**src/rtl/hazard_pkg.sv**
```systemverilog
// Shared constants and helpers for the forwarding / hazard unit.
package hazard_pkg;

    // fwd_sel code meaning "take the operand from the register file"
    localparam int FWD_SEL_RF = 0;

    // Producer latencies, in cycles until the result is on the EX/MEM path
    localparam int LAT_ALU  = 1;
    localparam int LAT_LOAD = 2;
    localparam int LAT_MUL  = 3;
    localparam int LAT_DIV  = 7;

    // Width of one forwarding select: encodes register file plus NUM_FWD stages
    function automatic int sel_w(input int num_fwd);
        return (num_fwd < 1) ? 1 : $clog2(num_fwd + 1);
    endfunction

endpackage

```
**src/rtl/fwd_prio_select.sv**
```systemverilog
// Priority encoder for one source operand: picks the youngest forwarding
// stage whose destination matches, or the register file when none does.
module fwd_prio_select
    import hazard_pkg::*;
#(
    parameter int NUM_FWD    = 2,
    parameter int REG_ADDR_W = 5,
    parameter int SEL_W      = 2
) (
    input  logic [REG_ADDR_W-1:0]         src,
    input  logic [NUM_FWD*REG_ADDR_W-1:0] fwd_rd,
    input  logic [NUM_FWD-1:0]            fwd_we,
    output logic [SEL_W-1:0]              sel
);

    // Scan oldest-to-youngest so the lowest matching stage is the last writer
    always_comb begin
        // NOTE: the default assignment up front covers every path, so no latch is inferred.
        sel = SEL_W'(FWD_SEL_RF);
        for (int k = NUM_FWD - 1; k >= 0; k--) begin
            if (fwd_we[k] &&
                fwd_rd[k*REG_ADDR_W +: REG_ADDR_W] == src &&
                fwd_rd[k*REG_ADDR_W +: REG_ADDR_W] != '0) begin
                sel = SEL_W'(k + 1);
            end
        end
    end

endmodule

```
**src/rtl/fwd_hazard_unit.sv**
```systemverilog
// Forwarding select and latency-scoreboard stall generation beside ID/EX.
// Optional stall-cycle performance counter enabled by FWD_HAZARD_PERF_EN;
// when undefined perf_stall_cnt reads 0 and no counter flops exist.
module fwd_hazard_unit
    import hazard_pkg::*;
#(
    parameter int NUM_SRC    = 2,
    parameter int NUM_FWD    = 2,
    parameter int REG_ADDR_W = 5,
    parameter int LAT_W      = 3
) (
    input  logic                               clk,
    input  logic                               rst_n,
    input  logic                               id_valid,
    input  logic [REG_ADDR_W-1:0]              id_rd,
    input  logic                               id_we,
    input  logic [LAT_W-1:0]                   id_lat,
    input  logic [NUM_SRC*REG_ADDR_W-1:0]      id_src,
    input  logic [NUM_SRC-1:0]                 id_src_used,
    input  logic [NUM_SRC*REG_ADDR_W-1:0]      ex_src,
    input  logic [NUM_FWD*REG_ADDR_W-1:0]      fwd_rd,
    input  logic [NUM_FWD-1:0]                 fwd_we,
    input  logic                               flush,
    output logic [NUM_SRC*sel_w(NUM_FWD)-1:0]  fwd_sel,
    output logic                               stall,
    output logic [31:0]                        perf_stall_cnt
);

    localparam int SEL_W    = sel_w(NUM_FWD);
    localparam int NUM_REGS = 2 ** REG_ADDR_W;

    logic [LAT_W-1:0] busy_q [NUM_REGS];
    logic [LAT_W-1:0] busy_d [NUM_REGS];
    logic [LAT_W-1:0] lat_eff;
    logic             raw_hit;
    logic             waw_hit;
    logic             issue;

    // One priority encoder per EX operand
    for (genvar i = 0; i < NUM_SRC; i++) begin : g_sel
        fwd_prio_select #(
            .NUM_FWD   (NUM_FWD),
            .REG_ADDR_W(REG_ADDR_W),
            .SEL_W     (SEL_W)
        ) u_sel (
            .src   (ex_src[i*REG_ADDR_W +: REG_ADDR_W]),
            .fwd_rd(fwd_rd),
            .fwd_we(fwd_we),
            .sel   (fwd_sel[i*SEL_W +: SEL_W])
        );
    end

    // Hazard detection from the live counters; a zero latency counts as one
    always_comb begin
        lat_eff = (id_lat == '0) ? LAT_W'(1) : id_lat;
        raw_hit = 1'b0;
        for (int i = 0; i < NUM_SRC; i++) begin
            if (id_src_used[i] && id_src[i*REG_ADDR_W +: REG_ADDR_W] != '0 &&
                busy_q[id_src[i*REG_ADDR_W +: REG_ADDR_W]] > LAT_W'(1)) begin
                raw_hit = 1'b1;
            end
        end
        waw_hit = id_we && id_rd != '0 && busy_q[id_rd] > lat_eff;
        stall   = rst_n && id_valid && (raw_hit || waw_hit) && !flush;
        issue   = id_valid && !stall && !flush;
    end

    // Next counter values: flush clears, issue sets, everything else counts down
    always_comb begin
        busy_d[0] = '0;
        for (int r = 1; r < NUM_REGS; r++) begin
            busy_d[r] = (busy_q[r] != '0) ? busy_q[r] - LAT_W'(1) : '0;
            if (flush) begin
                busy_d[r] = '0;
            end else if (issue && id_we && id_rd == REG_ADDR_W'(r)) begin
                busy_d[r] = lat_eff;
            end
        end
    end

    // Scoreboard counter registers
    always_ff @(posedge clk or negedge rst_n) begin
        if (!rst_n) begin
            // NOTE: the scoreboard array is reset because stale counts would raise false stalls.
            for (int r = 0; r < NUM_REGS; r++) begin
                busy_q[r] <= '0;
            end
        end else begin
            // NOTE: non-blocking assignments keep every flop sampling pre-edge values.
            for (int r = 0; r < NUM_REGS; r++) begin
                busy_q[r] <= busy_d[r];
            end
        end
    end

`ifdef FWD_HAZARD_PERF_EN
    logic [31:0] perf_q;
    logic [31:0] perf_d;

    // Stall-cycle counter, wraps naturally and survives flush
    always_comb begin
        perf_d = perf_q + 32'(stall);
    end

    // Performance counter register
    always_ff @(posedge clk or negedge rst_n) begin
        if (!rst_n) begin
            perf_q <= '0;
        end else begin
            perf_q <= perf_d;
        end
    end

    assign perf_stall_cnt = perf_q;
`else
    assign perf_stall_cnt = '0;
`endif

endmodule

```
**config.mk**
```make
export PLATFORM = sky130hd
export DESIGN_NAME = fwd_hazard_unit
export DESIGN_NICKNAME = d
export VERILOG_FILES = /design/src/rtl/hazard_pkg.sv /design/src/rtl/fwd_prio_select.sv /design/src/rtl/fwd_hazard_unit.sv
export SDC_FILE = /design/constraint.sdc
export NUM_CORES = 1
export LEC_CHECK = 0
export ABC_AREA = 0
export ABC_CLOCK_PERIOD_IN_PS = 6100
export BUFFER_PORTS_ARGS = -buffer_cell sky130_fd_sc_hd__buf_2
export CORE_ASPECT_RATIO = 0.75
export CORE_MARGIN = 4
export CORE_UTILIZATION = 50
export CTS_CLUSTER_DIAMETER = 80
export CTS_CLUSTER_SIZE = 16
export DETAILED_ROUTE_END_ITERATION = 6
export HOLD_SLACK_MARGIN = 0.08
export PLACE_DENSITY = 0.69
export SYNTH_ARGS = -nofsm -noshare
export SYNTH_HDL_FRONTEND = slang
export SYNTH_HIERARCHICAL = 1
export SYNTH_SLANG_ARGS = --single-unit
export TNS_END_PERCENT = 5
```
**constraint.sdc**
```tcl
create_clock -name clk -period 6.1 [get_ports clk]
set_input_delay 0.305 -clock clk [delete_from_list [all_inputs] [get_ports clk]]
set_output_delay 0.305 -clock clk [all_outputs]
set_load 0.01 [all_outputs]
```
==> results.md <==
- Status: completed
- Slowest CP cell: a2111oi_4
- Most instantiated library cell after synthesis: dfrtp_1
- Die X: 154.1 µm
- Average wire per standard cell: 20.12 µm
- Fin nets: 974
- Synth-to-layout area growth: 7.454%
- Largest family of logic cells by synthesized area: multiplexers
- PD cells: 169.1 mW/mm²
- Crit-path max cell delay: 0.75 ns
- Detailed-router iteration count before antenna repair: 6
- Drt via density: 5.820
- RSZ-0062 raised after global routing: no
- Core Region: 0.01547 mm²
- Buffers on Ports: 51
- Chip height: 117.6 µm
- Total CTS buffers: 9
- Initial antenna violation count: 0
- Critical path data required time: 6.34 ns
- Seq/Total Area, Yosys: 29.07%
- Share of layout cells above drive strength 1: 21.82%
- Relative slew slack: 24.85%
- Setup Skew: 0.004521 ns
- VDD IR max: 0.1382 mV
- Via count: 6233
- Synth Area in Simple Gates: 18.66%
- Arrival @ worst endpoint: 4.85 ns
- Synth area leader: dfrtp_1
- Min cycle time layout: 4.605 ns
- Largest net degree at the start of global routing: 97
- DRT iter0 DRCs: 582
- Die area: 0.01812 mm²
- IO Pins: 84
- Post-synth EDFFs: 0
- Critical path buffers and inverters: 1
- Worst-path clk slew: 0.07 ns
- CP delay by family, top: multiplexers
- Flop2flop setup slack: 1.79 ns
- CP Max Fanout: 31
- Antenna-violating nets left: 0
- Syn_area_per_cell: 9.577 µm²
- CP startpoint kind: input port
- DP Worst Slack: 1.173 ns
- F_max: 0.2172 GHz
- Post-Route Setup TNS: 0 ns
- Mapped Cells: 836
- Root Driver: clkbuf_16
- Critical path class: input port to flip-flop
- Post-CTS setup buffers: 0
- Synth Area in XOR/XNOR: 1.750%
- Worst slew pin tran: 1.127 ns
- Critical Path Sink Type: flip-flop
- Diodes inserted: 0
- Period utilization: 75.49%
- Placer congestion estimate: 0.9283
- Synth top area share: 29.07%
- Initial Util: 51.76%
- Post-Synth Adder-Cell Area: 10.16%
- CTS tree: done
- Setup ws final: 1.495 ns
- DP Wirelength: 15230 µm
- Synth top area cells: dfrtp_1, ha_1, mux4_2
- Global-route wire length before repair: 34350 µm
- Maximum capacitance violations: 0
- Biggest register: busy_q
- Yosys reg bits: 93
- Vias in the first global route: 6113
- Leakage power: 0.004124 µW
- Worst hold margin: 0.3681 ns
- Final hold violation count: 0
- Top cells by count, synth: dfrtp_1, nand2_1, inv_1, ha_1, mux2i_1
- Max clock buf depth: 2
- GRT overflow: 0
- Final wirelength: 21550 µm
- Worst hold path type: input port to flip-flop
- # rows: 39
- CTS H-tree depth: 3
- Final setup violation count: 0
- Area of the mapped netlist: 0.008006 mm²
- Cells along the critical path: buf_2 > mux4_2 > mux4_2 > mux2_2 > ha_1 > nor2b_1 > o21a_1 > o2111ai_1 > o22ai_4 > a2111oi_4 > nand3_1 > mux2_2
- Max-slew violation count: 0
- Max FFs per register: 93
- Worst-Skew Late Latency: 0.36 ns
- Synth Warn #: 6
- Gr usage total: 23.67%
- Mux cell area share after synthesis: 21.47%
- Top FF cell, synth: dfrtp_1
- Async S/R FF share, synth: 100.0%
- DRC errors left: 0
- Compound-Gate Fraction of Synth Area: 10.28%
- Synth unique cells: 58
- Largest regs: busy_q x93
- Clock sink count: 93
-- area by class of cell --
class                      instances  area, µm²
fill                            1367       6865
multi-input combinational        631       5110
sequential                        93       2327
timing repair buffer              58      312.8
inverter                          69      259.0
tap                              205      256.5
clock buffer                       9      225.2
clock inverter                     6      112.6
-- cell usage in the layout, fill, tap and decap left out, drive strengths merged, types with 32 or more instances in the layout --
cell type  count
buf           57
conb          32
dfrtp         93
ha            65
inv           69
mux2          42
mux2i         57
nand2         75
nand2b        34
nand3         38
nor3          49
-- path summary, 6_finish.rpt --
kind / from / endpoint / cells after the start
worst max register to register: busy_q[49]$_DFF_PN0_ / busy_q[15]$_DFF_PN0_ / 11
worst max-delay path: id_rd[0] / busy_q[15]$_DFF_PN0_ / 12
max in group asynchronous: rst_n / busy_q[71]$_DFF_PN0_ / 3
min in group asynchronous: rst_n / busy_q[44]$_DFF_PN0_ / 2
worst min register to register: busy_q[90]$_DFF_PN0_ / busy_q[90]$_DFF_PN0_ / 1
worst min-delay path: id_lat[2] / busy_q[65]$_DFF_PN0_ / 3
-- kinds of logic after synthesis --
family          after synthesis
buf+inv                     143
xor+xnor                     16
fa+ha+maj                    65
other cells                   1
simple gates                292
flops                        93
compound gates               97
mux                         129
-- per-layer routing --
layer / up-vias / GRT usage (%) / share of wire, %
met5: - / 0 / 0
met4: 0 / 4.578 / 1.1
met3: 22 / 6.137 / 10
met2: 293 / 33.51 / 41
met1: 3024 / 36.47 / 47
li1: 2894 / - / -
-- where the power goes --
part           internal [µW]  switching (µW)
Clock                    399             256
Combinational           56.0             123
Sequential               618            2.62
Total                   1070             381
-- metrics by stage --
step / total power, µW / area, µm² / utilization, % / std cells
2_1_floorplan: 752.3 / 8123 / - / 867
3_3_place_gp: 806.2 / 8255 / 53.37 / 1055
3_5_place_dp: 807.6 / 8255 / 53.37 / 1055
4_1_cts: 1459 / 8603 / 55.62 / 1071
5_1_grt: 1501 / 8603 / 55.62 / 1071
6_report: 1455 / 8603 / 55.62 / 1071
-- what timing repair did --
item                      in CTS  in global routing
gates resized for setup        0                  0
hold endpoints to repair      36                  0
hold buffers                   1                  0
-- worst reg2reg max path: cells and delay by family, from the launching register on --
kind / cells / cell delay (ns)
muxes: 4 / 1.64
and+or+nand+nor: 2 / 0.46
adders and majority gates: 1 / 0.28
AOI/OAI and AO/OA: 4 / 1.36
DFF: 1 / 0.44
Power figures use the tool's default switching activity.
